## src/rtl/nibble_sequencer.sv

```systemverilog
// Fetch/execute controller for the 4-bit processor: alternates FETCH/EXEC,
// decodes the latched opcode into datapath enables, and owns the carry/zero flags.
module nibble_sequencer (
    input  logic       clk,
    input  logic       reset,
    input  logic       run,
    input  logic [3:0] instruccion,
    input  logic       c_in,
    input  logic       z_in,
    output logic       pc_inc,
    output logic       pc_load,
    output logic       fetch_ena,
    output logic       acc_ena,
    output logic       bus_oe,
    output logic [2:0] alu_sel,
    output logic       out_ena,
    output logic       carry,
    output logic       zero,
    output logic       phase,
    output logic       halted,
    output logic [7:0] retired
);

    localparam logic [1:0] ST_IDLE  = 2'd0;
    localparam logic [1:0] ST_FETCH = 2'd1;
    localparam logic [1:0] ST_EXEC  = 2'd2;
    localparam logic [1:0] ST_HALT  = 2'd3;

    localparam logic [3:0] OP_NOP   = 4'h0;
    localparam logic [3:0] OP_LIT   = 4'h1;
    localparam logic [3:0] OP_ADDI  = 4'h2;
    localparam logic [3:0] OP_SUBI  = 4'h3;
    localparam logic [3:0] OP_CMPI  = 4'h4;
    localparam logic [3:0] OP_NANDI = 4'h5;
    localparam logic [3:0] OP_OUT   = 4'h6;
    localparam logic [3:0] OP_JC    = 4'h7;
    localparam logic [3:0] OP_JNC   = 4'h8;
    localparam logic [3:0] OP_JZ    = 4'h9;
    localparam logic [3:0] OP_JNZ   = 4'hA;
    localparam logic [3:0] OP_JMP   = 4'hB;
    localparam logic [3:0] OP_HLT   = 4'hF;

    localparam logic [2:0] ALU_PASS_A = 3'b000;
    localparam logic [2:0] ALU_SUB    = 3'b001;
    localparam logic [2:0] ALU_ADD    = 3'b010;
    localparam logic [2:0] ALU_PASS_B = 3'b011;
    localparam logic [2:0] ALU_NAND   = 3'b100;

    logic [1:0] state_reg;
    logic [1:0] state_next;
    logic       carry_reg;
    logic       zero_reg;
    logic [7:0] retired_reg;
    logic       in_exec;
    logic       flag_upd;

    assign in_exec = (state_reg == ST_EXEC);

    // Only the ALU-producing opcodes (LIT..NANDI) capture the raw flags.
    assign flag_upd = in_exec && (instruccion >= OP_LIT) && (instruccion <= OP_NANDI);

    always_comb begin
        state_next = state_reg;
        case (state_reg)
            ST_IDLE:  if (run) state_next = ST_FETCH;
            ST_FETCH: state_next = ST_EXEC;
            ST_EXEC: begin
                if (instruccion == OP_HLT) state_next = ST_HALT;
                else if (!run)             state_next = ST_IDLE;
                else                       state_next = ST_FETCH;
            end
            default:  state_next = ST_HALT;
        endcase
    end

    always_comb begin
        pc_inc    = 1'b0;
        pc_load   = 1'b0;
        fetch_ena = 1'b0;
        acc_ena   = 1'b0;
        bus_oe    = 1'b0;
        alu_sel   = ALU_PASS_A;
        out_ena   = 1'b0;
        if (state_reg == ST_FETCH) begin
            fetch_ena = 1'b1;
        end else if (in_exec) begin
            case (instruccion)
                OP_NOP: pc_inc = 1'b1;
                OP_LIT: begin
                    acc_ena = 1'b1;
                    bus_oe  = 1'b1;
                    alu_sel = ALU_PASS_B;
                    pc_inc  = 1'b1;
                end
                OP_ADDI: begin
                    acc_ena = 1'b1;
                    bus_oe  = 1'b1;
                    alu_sel = ALU_ADD;
                    pc_inc  = 1'b1;
                end
                OP_SUBI: begin
                    acc_ena = 1'b1;
                    bus_oe  = 1'b1;
                    alu_sel = ALU_SUB;
                    pc_inc  = 1'b1;
                end
                OP_CMPI: begin
                    bus_oe  = 1'b1;
                    alu_sel = ALU_SUB;
                    pc_inc  = 1'b1;
                end
                OP_NANDI: begin
                    acc_ena = 1'b1;
                    bus_oe  = 1'b1;
                    alu_sel = ALU_NAND;
                    pc_inc  = 1'b1;
                end
                OP_OUT: begin
                    out_ena = 1'b1;
                    alu_sel = ALU_PASS_A;
                    pc_inc  = 1'b1;
                end
                // Conditional jumps test the registered flags, never the raw ALU outputs.
                OP_JC: begin
                    pc_load = carry_reg;
                    pc_inc  = !carry_reg;
                end
                OP_JNC: begin
                    pc_load = !carry_reg;
                    pc_inc  = carry_reg;
                end
                OP_JZ: begin
                    pc_load = zero_reg;
                    pc_inc  = !zero_reg;
                end
                OP_JNZ: begin
                    pc_load = !zero_reg;
                    pc_inc  = zero_reg;
                end
                OP_JMP: pc_load = 1'b1;
                OP_HLT: pc_inc  = 1'b0;
                default: pc_inc = 1'b1;
            endcase
        end
    end

    always_ff @(posedge clk or negedge reset) begin
        if (!reset) begin
            state_reg   <= ST_IDLE;
            carry_reg   <= 1'b0;
            zero_reg    <= 1'b0;
            retired_reg <= 8'h00;
        end else begin
            state_reg <= state_next;
            if (flag_upd) begin
                carry_reg <= c_in;
                zero_reg  <= z_in;
            end
            if (in_exec) retired_reg <= retired_reg + 8'd1;
        end
    end

    assign carry   = carry_reg;
    assign zero    = zero_reg;
    assign retired = retired_reg;
    assign phase   = in_exec;
    assign halted  = (state_reg == ST_HALT);

endmodule

```

## config.mk

```make
export PLATFORM = sky130hd
export DESIGN_NAME = nibble_sequencer
export DESIGN_NICKNAME = d
export VERILOG_FILES = /design/src/rtl/nibble_sequencer.sv
export SDC_FILE = /design/constraint.sdc
export NUM_CORES = 1
export LEC_CHECK = 0
export CAP_MARGIN = 40
export CORE_AREA = 2 2 52 54
export DETAILED_ROUTE_END_ITERATION = 10
export DIE_AREA = 0 0 54 56
export GPL_TIMING_DRIVEN = 0
export PLACE_DENSITY_LB_ADDON = 0.2
export SLEW_MARGIN = 20
export SYNTH_ARGS = -nofsm -noshare
export SYNTH_HDL_FRONTEND = slang
export SYNTH_SLANG_ARGS = --single-unit
```

## constraint.sdc

```tcl
create_clock -name clk -period 1.62 [get_ports clk]
set_input_delay 0.486 -clock clk [delete_from_list [all_inputs] [get_ports clk]]
set_output_delay 0.486 -clock clk [all_outputs]
set_load 0.1 [all_outputs]
```

==> results of run 1 <==
[cells by family after synthesis]
family                   share of synthesized area [%]
AND/OR/NAND/NOR                                  28.16
flip-flops                                       40.96
AO/OA/AOI/OAI                                    10.24
buffers and inverters                            6.313
XOR/XNOR                                         9.557
multiplexers                                     3.071
adder cells (fa/ha/maj)                          1.706
[stage by stage]
step | instance area, um^2 | worst slack (ps)
after floorplan | 814.5 | -1683
after global placement | 1132 | -1860
after detailed placement | 1448 | -1470
after CTS | 1580 | -489.2
after global routing | 1689 | -528.7
final | 1689 | -471.1
[path summary, 6_finish.rpt]
check / cells past startpoint / startpoint / end / slack, ps
max: 4 / state_reg[0]$_DFFE_PN0P_ / alu_sel[0] / -470
min: 1 / retired[4]$_DFFE_PN0P_ / retired[4]$_DFFE_PN0P_ / 540
max reg2reg: 5 / state_reg[0]$_DFFE_PN0P_ / carry$_DFFE_PN0P_ / 60
min reg2reg: 1 / retired[4]$_DFFE_PN0P_ / retired[4]$_DFFE_PN0P_ / 540
max in group asynchronous: 1 / reset / retired[5]$_DFFE_PN0P_ / 640
min in group asynchronous: 1 / reset / carry$_DFFE_PN0P_ / 570
[report_power, final]
part	internal [mW]	switching [mW]
clock	0.0954	0.100
combinational	1.25	1.67
sequential	0.438	0.201
[area by class of cell]
cell class	count	area share, %
Inverter	4	1.037
Tap cell	30	2.222
Timing Repair Buffer	55	44.22
Clock buffer	4	1.556
Buffer	4	3.111
Sequential cell	12	18.44
Multi-Input combinational cell	54	29.41
[cells in the final DEF, fill, tap and decap left out, types with 3 or more instances in the layout]
cell	instances
buf_12	23
buf_4	16
buf_6	11
buf_8	3
clkbuf_4	3
clkdlybuf4s50_1	4
dfrtp_1	3
dfrtp_2	9
inv_1	3
nand2_1	5
nand4_1	4
nor3_4	3
xnor2_1	6
[layer usage]
layer	vias up	share of wire, %	GRT usage (%)
met5	-	0	0
met4	0	0.61	2.143
met3	2	2.8	5.645
met2	13	55	28.75
met1	413	41	22.48
li1	387	-	-
[timing repair]
item	4_1_cts	5_1_grt
endpoints found under the setup margin	23	14
gates cloned	0	0
resized for setup	72	10
buffers inserted	15	10
pin swaps	7	4
==> results.yml, run 1 <==
outcome:
  run_status: "finished with violations"
  failed_checks: "negative setup slack"
critical_path:
  critical_path_arrival_ps: 1610
  critPathKind: "register to primary output"
  endpoint_kind: "primary output"
  critPathTopFamily: "simple AND/OR/NAND/NOR gates"
  required_ps: 1130
  crit_path_start_kind: "register"
  path_cells: "nand2b_4 > nor4b_4 > nor3b_4 > buf_12"
  crit_fanout: 3
  crit_path_top_delay_cell: "dfrtp_2"
  crit_buf_inv: 1
  cpPeakStageDelay_ps: 420
power_and_ir_drop:
  p_leak_nw: 0.7521
  ir_drop_uv: 1488
  total_power_mw: 3.753
  power.density_nw_per_um2: 2222
clock_tree:
  clkTransAtPathRegs_ps: 80
  clock_sinks: 12
  cts_tree: "yes"
  root_buffer: "clkbuf_4"
  cts_buffers: 3
  holdBufCountCts: 0
  clockBufferDepth: 2
  clk_latency_ps: 270
  htreeDepth: 1
placement:
  numPortBuffers: 28
  gp_congestion: 0.7338
  dpl.hpwl_um: 1680
  dp_cells: 154
floorplanning:
  dieArea_um2: 3024
  start_util_pct: 30.14
  core.rowCount: 18
  die_h_um: 56
  die_w_um: 54
  ioPinCount: 30
  core_area_um2: 2432
flow_run:
  cap_violations: 0
timing:
  maxSlewHeadroom_pct: 62.14
  rsz0062_at_grt: "true"
  fmax_mhz: 478.2
  fin_worst_skew_ps: 2.770
  setup-violations-final: 11
  setup_ws_ps: -471.1
  timing.hold.ws_ps: 535.8
  maxSlewViolCount: 0
  fin_crit_sh_pct: 129.1
  hold_viol: 0
  tns_ps: -3617
  tightest_slew_ps: 566.1
  layout_min_cycle_time_ps: 2091
finish:
  seqCellArea_um2: 311.5
  drive_gt1_share_pct: 66.17
  multi_input_area_um2: 496.7
  fin_cells: 163
  fillers: 179
  fin_util_pct: 69.44
  antennaDiodeCount: 0
  nets: 144
  syn_to_final_growth_pct: 130.4
  largest_reg_flops: 8
detailed_routing:
  ant_nets: 0
  via_per_inst: 5.000
  first_iter_violations: 14
  routed_wl_um: 2462
  avgRoutedWirePerCell_um: 15.10
  drc_errors: 0
  dr.pass1.iters: 4
  route.vias.total: 815
yosys:
  synth_top_area_share_pct: 40.96
  ys_seq_elements: 12
  synth_nets: 85
  synth-edff-count: 0
  synthDistinctLibCells: 32
  synth_seq_area_share_pct: 40.96
  avgSynthCellArea_um2: 9.776
  yosysMostFrequentCell: "dfrtp_1"
  yosys-top-cells-count: "dfrtp_1 (12), nand2_1 (6), xnor2_1 (6)"
  syn-instance-count: 75
  syn-cell-area_um2: 733.2
  yosysWarnings: 0
  synth_top_cell_by_area: "dfrtp_1"
  async_flop_share_pct: 100.0
  dominantRegCellSynth: "dfrtp_1"
  synth.area.top_cells: "dfrtp_1 (41%), xnor2_1 (7.2%), nand4_1 (3.4%)"
global_route:
  grt_pass1_wl_um: 3912
  grt_pass1_vias: 843
  grt_max_degree: 13
  overflow: 0
  grt_antenna_before_repair: 0
  grt_usage_pct: 17.43
hold_path:
  hold_class: "register to register"
(Power assumes the default switching activity.)
==> run 2: changes to the inputs <==
--- a/config.mk
+++ b/config.mk
@@ -10,6 +10,7 @@
 export DETAILED_ROUTE_END_ITERATION = 10
 export DIE_AREA = 0 0 54 56
 export GPL_TIMING_DRIVEN = 0
+export HOLD_SLACK_MARGIN = 0.08
 export PLACE_DENSITY_LB_ADDON = 0.2
 export SLEW_MARGIN = 20
 export SYNTH_ARGS = -nofsm -noshare
==> results of run 2 <==
No change in the layout: final DEF, timing and power equal those of run 1.
